<file path="config.mk">
export PLATFORM = sky130hd
export DESIGN_NAME = cmd_frame_rx
export DESIGN_NICKNAME = d
export VERILOG_FILES = /design/src/rtl/cmd_frame_rx.sv
export SDC_FILE = /design/constraint.sdc
export NUM_CORES = 1
export LEC_CHECK = 0
export ABC_AREA = 1
export BUFFER_PORTS_ARGS = -buffer_cell sky130_fd_sc_hd__buf_2
export CORE_MARGIN = 2
export CORE_UTILIZATION = 59
export DETAILED_ROUTE_END_ITERATION = 16
export GPL_TIMING_DRIVEN = 0
export PLACE_DENSITY = 0.78
export SLEW_MARGIN = 20
export SYNTH_ARGS = -nofsm -noshare
export SYNTH_HDL_FRONTEND = slang
export SYNTH_SLANG_ARGS = --single-unit
</file>
<file path="constraint.sdc">
create_clock -name clk -period 2 [get_ports clk]
set_input_delay 0.2 -clock clk [delete_from_list [all_inputs] [get_ports clk]]
set_output_delay 0.2 -clock clk [all_outputs]
set_load 0.01 [all_outputs]
</file>
<file path="src/rtl/cmd_frame_rx.sv">
// Host command link endpoint: 8N1 UART receiver assembling 3-byte frames plus a single-byte response transmitter.
// Optional inter-byte gap timeout is compiled in with `define CMD_TIMEOUT_EN.
module cmd_frame_rx #(
    parameter int unsigned BAUD_DIV = 2604,
    parameter logic [21:0] TIMEOUT  = 22'd2_500_000
) (
    input  logic        clk,
    input  logic        rst_n,
    input  logic        RX,
    output logic        TX,
    output logic [7:0]  cmd,
    output logic [15:0] data,
    output logic        cmd_rdy,
    input  logic        clr_cmd_rdy,
    input  logic [7:0]  resp,
    input  logic        send_resp,
    output logic        resp_sent
);

    localparam int unsigned   CW        = $clog2(BAUD_DIV);
    localparam logic [CW-1:0] BIT_LAST  = CW'(BAUD_DIV - 1);
    localparam logic [CW-1:0] HALF_LAST = CW'(BAUD_DIV / 2 - 1);

    typedef enum logic [1:0] {RX_IDLE, RX_START, RX_DATA, RX_STOP} rx_state_t;
    typedef enum logic [1:0] {TX_IDLE, TX_START, TX_DATA, TX_STOP} tx_state_t;
    typedef enum logic [1:0] {WAIT_CMD, WAIT_HI, WAIT_LO} frm_state_t;

    logic rx_meta, rx_sync, rx_prev, rx_fall;

    always_ff @(posedge clk or negedge rst_n) begin
        if (!rst_n) begin
            rx_meta <= 1'b1;
            rx_sync <= 1'b1;
            rx_prev <= 1'b1;
        end else begin
            rx_meta <= RX;
            rx_sync <= rx_meta;
            rx_prev <= rx_sync;
        end
    end

    assign rx_fall = rx_prev & ~rx_sync;

    rx_state_t       rx_state, rx_next;
    logic [CW-1:0]   rx_cnt;
    logic [2:0]      rx_bit;
    logic [7:0]      rx_byte;
    logic            rx_tick, rx_cnt_clr, rx_bit_clr, rx_shift_en, byte_done, frame_err;

    // Start bit is qualified at half a bit; every later sample lands mid-bit.
    assign rx_tick = (rx_state == RX_START) ? (rx_cnt == HALF_LAST) : (rx_cnt == BIT_LAST);

    always_ff @(posedge clk or negedge rst_n) begin
        if (!rst_n) rx_state <= RX_IDLE;
        else        rx_state <= rx_next;
    end

    always_comb begin
        rx_next = rx_state;
        case (rx_state)
            RX_IDLE:  if (rx_fall) rx_next = RX_START;
            RX_START: if (rx_tick) rx_next = rx_sync ? RX_IDLE : RX_DATA;
            RX_DATA:  if (rx_tick && rx_bit == 3'd7) rx_next = RX_STOP;
            RX_STOP:  if (rx_tick) rx_next = RX_IDLE;
            default:  rx_next = RX_IDLE;
        endcase
    end

    always_comb begin
        rx_cnt_clr  = (rx_state == RX_IDLE) || rx_tick;
        rx_bit_clr  = (rx_state == RX_START);
        rx_shift_en = (rx_state == RX_DATA) && rx_tick;
        byte_done   = (rx_state == RX_STOP) && rx_tick && rx_sync;
        frame_err   = (rx_state == RX_STOP) && rx_tick && !rx_sync;
    end

    always_ff @(posedge clk or negedge rst_n) begin
        if (!rst_n) begin
            rx_cnt  <= '0;
            rx_bit  <= '0;
            rx_byte <= '0;
        end else begin
            rx_cnt <= rx_cnt_clr ? '0 : rx_cnt + CW'(1);
            if (rx_bit_clr)       rx_bit <= '0;
            else if (rx_shift_en) rx_bit <= rx_bit + 3'd1;
            if (rx_shift_en)      rx_byte <= {rx_sync, rx_byte[7:1]};
        end
    end

    frm_state_t frm_state, frm_next;
    logic       timeout, ld_cmd, ld_hi, ld_done;
    logic [7:0] cmd_sh, hi_sh;

`ifdef CMD_TIMEOUT_EN
    logic [21:0] gap_cnt;

    always_ff @(posedge clk or negedge rst_n) begin
        if (!rst_n)                                gap_cnt <= '0;
        else if (byte_done || frm_state == WAIT_CMD) gap_cnt <= '0;
        else                                       gap_cnt <= gap_cnt + 22'd1;
    end

    assign timeout = (frm_state != WAIT_CMD) && (gap_cnt == TIMEOUT);
`else
    assign timeout = 1'b0;
`endif

    always_ff @(posedge clk or negedge rst_n) begin
        if (!rst_n) frm_state <= WAIT_CMD;
        else        frm_state <= frm_next;
    end

    always_comb begin
        frm_next = frm_state;
        if (frame_err || timeout) begin
            frm_next = WAIT_CMD;
        end else if (byte_done) begin
            case (frm_state)
                WAIT_CMD: frm_next = WAIT_HI;
                WAIT_HI:  frm_next = WAIT_LO;
                default:  frm_next = WAIT_CMD;
            endcase
        end
    end

    always_comb begin
        ld_cmd  = byte_done && !timeout && (frm_state == WAIT_CMD);
        ld_hi   = byte_done && !timeout && (frm_state == WAIT_HI);
        ld_done = byte_done && !timeout && (frm_state == WAIT_LO);
    end

    // Frame completion outranks clr_cmd_rdy so a frame landing with a clear is never lost.
    always_ff @(posedge clk or negedge rst_n) begin
        if (!rst_n) begin
            cmd_sh  <= '0;
            hi_sh   <= '0;
            cmd     <= '0;
            data    <= '0;
            cmd_rdy <= 1'b0;
        end else begin
            if (ld_cmd) cmd_sh <= rx_byte;
            if (ld_hi)  hi_sh  <= rx_byte;
            if (ld_done) begin
                cmd  <= cmd_sh;
                data <= {hi_sh, rx_byte};
            end
            if (ld_done)                    cmd_rdy <= 1'b1;
            else if (ld_cmd || clr_cmd_rdy) cmd_rdy <= 1'b0;
        end
    end

    tx_state_t     tx_state, tx_next;
    logic [CW-1:0] tx_cnt;
    logic [2:0]    tx_bit;
    logic [7:0]    tx_shift;
    logic          tx_tick, tx_load, tx_start_tick, tx_data_tick, tx_done;

    assign tx_tick = (tx_cnt == BIT_LAST);

    always_ff @(posedge clk or negedge rst_n) begin
        if (!rst_n) tx_state <= TX_IDLE;
        else        tx_state <= tx_next;
    end

    always_comb begin
        tx_next = tx_state;
        case (tx_state)
            TX_IDLE:  if (send_resp) tx_next = TX_START;
            TX_START: if (tx_tick) tx_next = TX_DATA;
            TX_DATA:  if (tx_tick && tx_bit == 3'd7) tx_next = TX_STOP;
            TX_STOP:  if (tx_tick) tx_next = TX_IDLE;
            default:  tx_next = TX_IDLE;
        endcase
    end

    always_comb begin
        tx_load       = (tx_state == TX_IDLE) && send_resp;
        tx_start_tick = (tx_state == TX_START) && tx_tick;
        tx_data_tick  = (tx_state == TX_DATA) && tx_tick;
        tx_done       = (tx_state == TX_STOP) && tx_tick;
    end

    // Ones shifted in behind the data surface as the stop bit after the last data bit.
    always_ff @(posedge clk or negedge rst_n) begin
        if (!rst_n) begin
            tx_cnt    <= '0;
            tx_bit    <= '0;
            tx_shift  <= '0;
            TX        <= 1'b1;
            resp_sent <= 1'b0;
        end else begin
            tx_cnt <= (tx_state == TX_IDLE || tx_tick) ? '0 : tx_cnt + CW'(1);
            if (tx_load) begin
                tx_shift  <= resp;
                tx_bit    <= '0;
                TX        <= 1'b0;
                resp_sent <= 1'b0;
            end
            if (tx_start_tick) TX <= tx_shift[0];
            if (tx_data_tick) begin
                tx_shift <= {1'b1, tx_shift[7:1]};
                tx_bit   <= tx_bit + 3'd1;
                TX       <= tx_shift[1];
            end
            if (tx_done) begin
                TX        <= 1'b1;
                resp_sent <= 1'b1;
            end
        end
    end

endmodule

</file>
==> results of run 1 <==
## flip-flops by register name, summed over array words and instances, names as in the netlist, named ones only
name       cells
TX             1
rx_cnt        12
hi_sh          8
tx_bit         3
rx_prev        1
rx_byte        8
tx_cnt        12
frm_state      2
rx_bit         3
resp_sent      1
cmd_rdy        1
cmd            8
rx_meta        1
tx_shift       8
rx_sync        1
data          16
cmd_sh         8
rx_state       1
tx_state       2
## power breakdown
group          total, mW  internal (mW)  switching [mW]
Clock               1.47          0.728           0.740
Sequential          2.05           2.01          0.0368
Combinational      0.425          0.118           0.307
## area by class of cell
type	instances	area share, %
plain buffers	23	2.51
clock buffers	9	2.34
clock inverters	7	2.08
inverters	36	2.56
multi-input cells	375	36.6
flip-flops and latches	98	46.5
well taps	102	2.41
repair buffers	44	4.99
## worst register-to-register path, stage by stage (launching register included)
cell and delay [ns]:
dfrtp_1 0.36, buf_2 0.16, nand2_1 0.09, nand3_1 0.09, nor2_2 0.19, nand3_2 0.15
nor2_4 0.17, buf_8 0.18, nand4_4 0.17, nand2_1 0.13, nand2_1 0.06
## cell families (layout without fill, tap and decap cells)
group	count (synthesis)	in the layout	synth area share, %
adders and majority gates	10	10	2.70
xor gates and xnor gates	6	6	1.14
and+or+nand+nor	331	332	34.0
DFF	98	98	53.1
buffers and inverters	60	119	5.65
AOI/OAI and AO/OA	27	27	3.46
## metal layers
metal  up-vias  part of all wire [%]  wire length (um)  global-route usage (%)
li1       1893                     -                 -                       -
met1      1859                    46              4480                    33.8
met2       118                    47              4550                    39.1
met3        12                   5.4               525                    4.31
met4         0                   1.3               122                    8.83
met5         -                     0                 0                       0
## worst max-delay path by stage
stage | from | endpoint | slack, ns | cells after the start
finish | rx_cnt[5]$_DFF_PN0_ | hi_sh[7]$_DFFE_PN0P_ | 0.14 | 10
global route | rx_cnt[5]$_DFF_PN0_ | hi_sh[7]$_DFFE_PN0P_ | 0.002 | 10
CTS | tx_cnt[7]$_DFF_PN0_ | tx_shift[6]$_DFFE_PN0P_ | 0.11 | 8
detailed placement | rx_cnt[5]$_DFF_PN0_ | data[10]$_DFFE_PN0P_ | 0.12 | 10
global placement | rst_n | data[5]$_DFFE_PN0P_ | -0.21 | 1
floorplan | flip-flop | rx_byte[1]$_DFFE_PN0P_ | 0.39 | 12
## through the flow
step	utilization, %	hold slack (ns)	setup WS, ns	setup TNS [ns]
after floorplan	-	-0.0956	0.391	0
final	69.1	0.0579	0.136	0
after detailed placement	65.2	0.119	0.117	0
after global placement	64.7	0.305	-0.215	-19.62
after CTS	68.5	0.0477	0.106	0
after global routing	69.1	0.0705	0.00179	0
## repair_timing
item	CTS	global route
resized for setup	0	11
endpoints found under the hold margin	35	0
hold buffers	2	0
endpoints found under the setup margin	0	56
buffers inserted	0	2
## placed cells by master, fill, tap and decap left out, types with 2 or more instances in the layout
master	synthesis	routed
nand2_1	157	157
dfrtp_1	94	94
nand4_1	50	50
nand3_1	45	45
buf_2	8	44
nor2_1	44	42
inv_1	35	35
nor3_1	16	15
clkbuf_1	12	10
o21ai_0	10	10
ha_1	10	10
clkbuf_8	0	9
nor3b_1	6	6
a21oi_1	6	6
dfstp_2	4	4
buf_6	2	4
xor2_1	3	3
xnor2_1	3	3
nand3_2	3	3
nand4_4	3	3
buf_4	0	3
inv_6	0	3
nand2_4	2	2
o21ai_2	2	2
nor2_2	1	2
nor4_1	2	2
nor2_4	1	2
o211ai_1	2	2
o31ai_1	2	2
bufinv_16	0	2
dlygate4sd3_1	0	2
==> impl_metrics.csv, run 1 <==
group,metric,value,unit
yosys,synth_common_cells,"nand2_1, dfrtp_1, nand4_1",
die,die_w,92.6,um
timing,fin_crit,1.86,ns
critical_path,timing.rr.start,"rx_cnt[5]$_DFF_PN0_",
die,start_util,60.5,%
timing,hold_viol_final,0,
critical_path,cp_slowest_cell,"dfrtp_1",
clocking,cts.path.max_buffers,2,
yosys,synth_top_area_share,50.8,%
critical_path,crit_chain,"buf_2 > nand2_1 > nand3_1 > nor2_2 > nand3_2 > nor2_4 > buf_8 > nand4_4 > nand2_1 > nand2_1",
global_route,grt_max_degree,65,
timing,fin_skew,0.0213,ns
timing,rsz0062_at_grt,"no",
pwr,vdd_ir_drop_max,0.376,mV
timing,setup_viol,0,
detailed_routing,num_vias,3882,
critical_path,rrSetupSlack,0.14,ns
final_layout,drive_above_1_share,15.4,%
detailed_routing,drt_wl_total,9.68,mm
detailed_routing,drc,0,
pwr,power.total,3.94,mW
global_route,grt_usage,24.4,%
die,row_count,32,
placement,dp.cells,674,
clocking,cts_tree,"done",
critical_path,worst_path_most_repeated_cell,"nand2_1",
critical_path,start_kind,"flip-flop",
final_layout,multi_input_area,1940,um^2
detailed_routing,routedWlPerCell,14.0,um
final_layout,nets,610,
min_path,hold_path.class,"input port to flip-flop",
pwr,p_leak,2.70,nW
yosys,ys_seq_elements,98,
critical_path,path_delay_family,"simple AND/OR/NAND/NOR gates",
critical_path,arrival,2.13,ns
die,die-area,8570,um^2
placement,post_dp_cell_area,4980,um^2
yosys,synth_ff_type,"dfrtp_1",
die,fp.dieH,92.6,um
critical_path,reg2reg_depth,10,
yosys,ys_types,35,
global_route,grt_pass1_wl,16.6,mm
min_path,worstHoldPathCells,4,
yosys,yosysTopAreaCell,"dfrtp_1",
min_path,hp-start,"clr_cmd_rdy",
detailed_routing,ant_nets,0,
pwr,power.density,746,nW/um^2
yosys,synth_area_leaders,"dfrtp_1, nand2_1, nand4_1",
clocking,cts.sink_count,98,
placement,gp_congestion,0.851,
die,pin_count,40,
detailed_routing,viasPerCell,5.59,
clocking,cts_made_buffers,9,
critical_path,cp_num_buf_inv,2,
yosys,synth_warnings,0,
yosys,synth_edf_count,0,
clocking,clockRootBuffer,"clkbuf_8",
yosys,syn_avg_cell_area,8.70,um^2
yosys,synth_area,4630,um^2
clocking,clkTransAtPathRegs,0.11,ns
die,coreArea,7650,um^2
critical_path,worstSetupPathType,"flip-flop to flip-flop",
min_path,holdPathEnd,"cmd_rdy$_DFFE_PN0P_",
timing,maxSlewHeadroom,48.7,%
final_layout,area.growth.synth_to_final,14.2,%
timing,maxSlewViolCount,0,
timing,tightest_slew,0.767,ns
yosys,async_reset_ff_share,100,%
detailed_routing,drt_pass1_iterations,5,
critical_path,r2r_end,"hi_sh[7]$_DFFE_PN0P_",
global_route,antenna_found_initial,0,
run_status,outcome,"finished clean",
clocking,htreeDepth,3,
yosys,postSynthCellCount,532,
critical_path,required,2.26,ns
detailed_routing,drtIter0Drc,306,
global_route,overflow,0,
clocking,clock_latency,0.38,ns
placement,hpwlAfterDp,6.63,mm
final_layout,antenna-diode-count,0,
timing,max_freq,536,MHz
yosys,yosysMostFrequentCell,"nand2_1",
critical_path,max_stage_delay,0.36,ns
yosys,ys_seq_area_share,53.1,%
run,drv_cap,0,
final_layout,seq_area,2460,um^2
global_route,grt_pass1_vias,3643,
timing,finalCritPeriodShare,93.2,%
final_layout,stdcell_area,5290,um^2
critical_path,critPathCaptureType,"flip-flop",
yosys,syn_nets,555,
placement,port_buffers,39,
final_layout,finalNonFillerCells,694,
critical_path,cp_max_fo,11,
final_layout,fillers,646,
No activity file was read; power rests on OpenSTA's default activity.
==> inputs of run 2 (changes only) <==
--- a/config.mk
+++ b/config.mk
@@ -6,12 +6,12 @@
 export NUM_CORES = 1
 export LEC_CHECK = 0
 export ABC_AREA = 1
-export BUFFER_PORTS_ARGS = -buffer_cell sky130_fd_sc_hd__buf_2
 export CORE_MARGIN = 2
-export CORE_UTILIZATION = 59
+export CORE_UTILIZATION = 50
 export DETAILED_ROUTE_END_ITERATION = 16
+export DONT_BUFFER_PORTS = 1
 export GPL_TIMING_DRIVEN = 0
-export PLACE_DENSITY = 0.78
+export PLACE_DENSITY = 0.64
 export SLEW_MARGIN = 20
 export SYNTH_ARGS = -nofsm -noshare
 export SYNTH_HDL_FRONTEND = slang
==> impl_metrics.csv, run 2 (synthesis gave the netlist of run 1 again) <==
group,metric,value,unit
run_status,outcome,"complete, but fails checks",
run_status,failed_checks,"hold timing",
critical_path,required,2.26,ns
global_route,grt_pass1_wl,15.9,mm
critical_path,start_kind,"flip-flop",
detailed_routing,drt_wl_total,9.63,mm
timing,rsz0062_at_grt,"yes",
clocking,clockRootBuffer,"clkbuf_8",
min_path,hold_path.class,"input port to async pin",
timing,maxSlewHeadroom,44.0,%
detailed_routing,drtIter0Drc,170,
final_layout,top_register,"data",
critical_path,r2r_end,"hi_sh[7]$_DFFE_PN0P_",
clocking,htreeDepth,3,
pwr,pwr-share-seq,53.5,%
final_layout,finalNonFillerCells,672,
detailed_routing,drc,0,
global_route,grt_usage,19.5,%
detailed_routing,drt_pass1_iterations,5,
pwr,power.density,742,nW/um^2
clocking,cts_made_buffers,9,
pwr,power.total,3.83,mW
timing,timing.hold.ws,-0.480,ns
pwr,p_int,2.82,mW
final_layout,drive_above_1_share,11.1,%
global_route,overflow,0,
clocking,clkTransAtPathRegs,0.10,ns
detailed_routing,ant_nets,0,
timing,fin_crit,1.91,ns
final_layout,fillers,827,
detailed_routing,num_vias,3677,
global_route,groute.layer.met2.usage,29.3,%
final_layout,antenna-diode-count,0,
global_route,grt_pass1_vias,3393,
die,die_w,100,um
timing,setup_viol,0,
die,coreArea,9110,um^2
die,row_count,35,
timing,max_freq,524,MHz
clocking,cts_tree,"done",
pwr,p_comb_share,10.0,%
die,start_util,50.8,%
clocking,clock_latency,0.36,ns
placement,hpwlAfterDp,6.25,mm
pwr,vdd_ir_drop_max,0.553,mV
timing,fin_ws,0.0914,ns
pwr,p_sw,1.01,mW
timing,finalCritPeriodShare,95.4,%
critical_path,arrival,2.16,ns
final_layout,post-route-util,56.7,%
final_layout,area.growth.synth_to_final,11.5,%
placement,dp.cells,643,
clocking,cts.path.max_buffers,2,
global_route,antenna_found_initial,0,
timing,maxSlewViolCount,0,
critical_path,endpoint,"hi_sh[7]$_DFFE_PN0P_",
die,fp.dieH,100,um
final_layout,final_common_cell,"nand2_1",
timing,hold_viol_final,98,
global_route,grt-busiest-layer,"met2",
global_route,grt_util_met1,28.8,%
placement,gp_congestion,0.835,
die,die-area,10000,um^2
clocking,cts_hold_buf,2,
placement,port_buffers,0,
detailed_routing,viasPerCell,5.47,
run,drv_cap,0,
timing,fin_skew,0.0128,ns
pwr,p_clk_share,36.5,%
critical_path,critPathCaptureType,"flip-flop",
global_route,grt_max_degree,99,
critical_path,reg2reg_depth,11,
die,pin_count,40,
clocking,cts.sink_count,98,
placement,pre_cts_ws,0.123,ns
critical_path,rrSetupSlack,0.09,ns
pwr,swShare,26.3,%
final_layout,final_cell_mix,"nand2_1, dfrtp_1, nand4_1",
critical_path,worstSetupPathType,"flip-flop to flip-flop",
critical_path,cp_max_fo,9,
global_route,grt_util_met3,3.90,%
final_layout,largest_register_ffs,16,
final_layout,nets,580,
timing,tightest_slew,0.836,ns
final_layout,reg_top3,"data (16), rx_cnt (12), tx_cnt (12)",
pwr,p_leak,2.55,nW
detailed_routing,routedWlPerCell,14.3,um
## run 2: timing repair
action	4_1_cts	5_1_grt
resized for setup	0	19
hold endpoints to repair	100	98
setup buffers	0	8
endpoints found under the setup margin	0	60
## run 2: power groups by stage
stage	clock (mW)	sequential [mW]	combinational, mW
5_1_grt	1.50	2.05	0.429
4_1_cts	1.42	2.04	0.360
6_report	1.40	2.05	0.382
2_1_floorplan	0	2.08	0.286
3_5_place_dp	0	2.08	0.356
3_3_place_gp	0	2.08	0.348
## run 2: area by class of cell
cell class / count / area [um^2] / share of cell area, %
clock inverter: 6 / 90.1 / 1.75
multi-input combinational: 377 / 1980 / 38.3
tap: 111 / 139 / 2.69
buffer: 23 / 136 / 2.64
clock buffer: 9 / 124 / 2.40
sequential: 98 / 2460 / 47.6
inverter: 36 / 135 / 2.62
timing repair buffer: 12 / 103 / 1.99
## run 2: worst min-delay path by stage
stage          start                       to  cells past startpoint
6_report       rst_n  tx_state[0]$_DFFE_PN0P_                      0
2_1_floorplan  rst_n                async pin                      0
3_5_place_dp   rst_n  tx_state[0]$_DFFE_PN0P_                      0
3_3_place_gp   rst_n  tx_state[0]$_DFFE_PN0P_                      0
4_1_cts        rst_n     data[10]$_DFFE_PN0P_                      0
5_1_grt        rst_n  tx_state[0]$_DFFE_PN0P_                      0
## run 2: critical path, stage by stage (launching register included)
cell,delay (ns)
dfrtp_1,0.43
inv_2,0.12
nand2_4,0.11
nor2_2,0.10
nand2_1,0.06
nand2_1,0.09
nand3_2,0.13
nor2_4,0.22
buf_8,0.19
nand4_2,0.18
nand2_1,0.12
nand2_1,0.05
## run 2: layer usage
metal  up-vias  wire length, um
li1       1845                -
met1      1723             4790
met2       100             4210
met3         9              526
met4         0              108
met5         -                0
## run 2: metrics by stage
step                setup TNS [ns]  instance area, um^2
floorplan                        0                 4630
global placement                 0                 4770
detailed placement               0                 4770
CTS                              0                 5000
global route               -0.0890                 5160
finish                           0                 5160
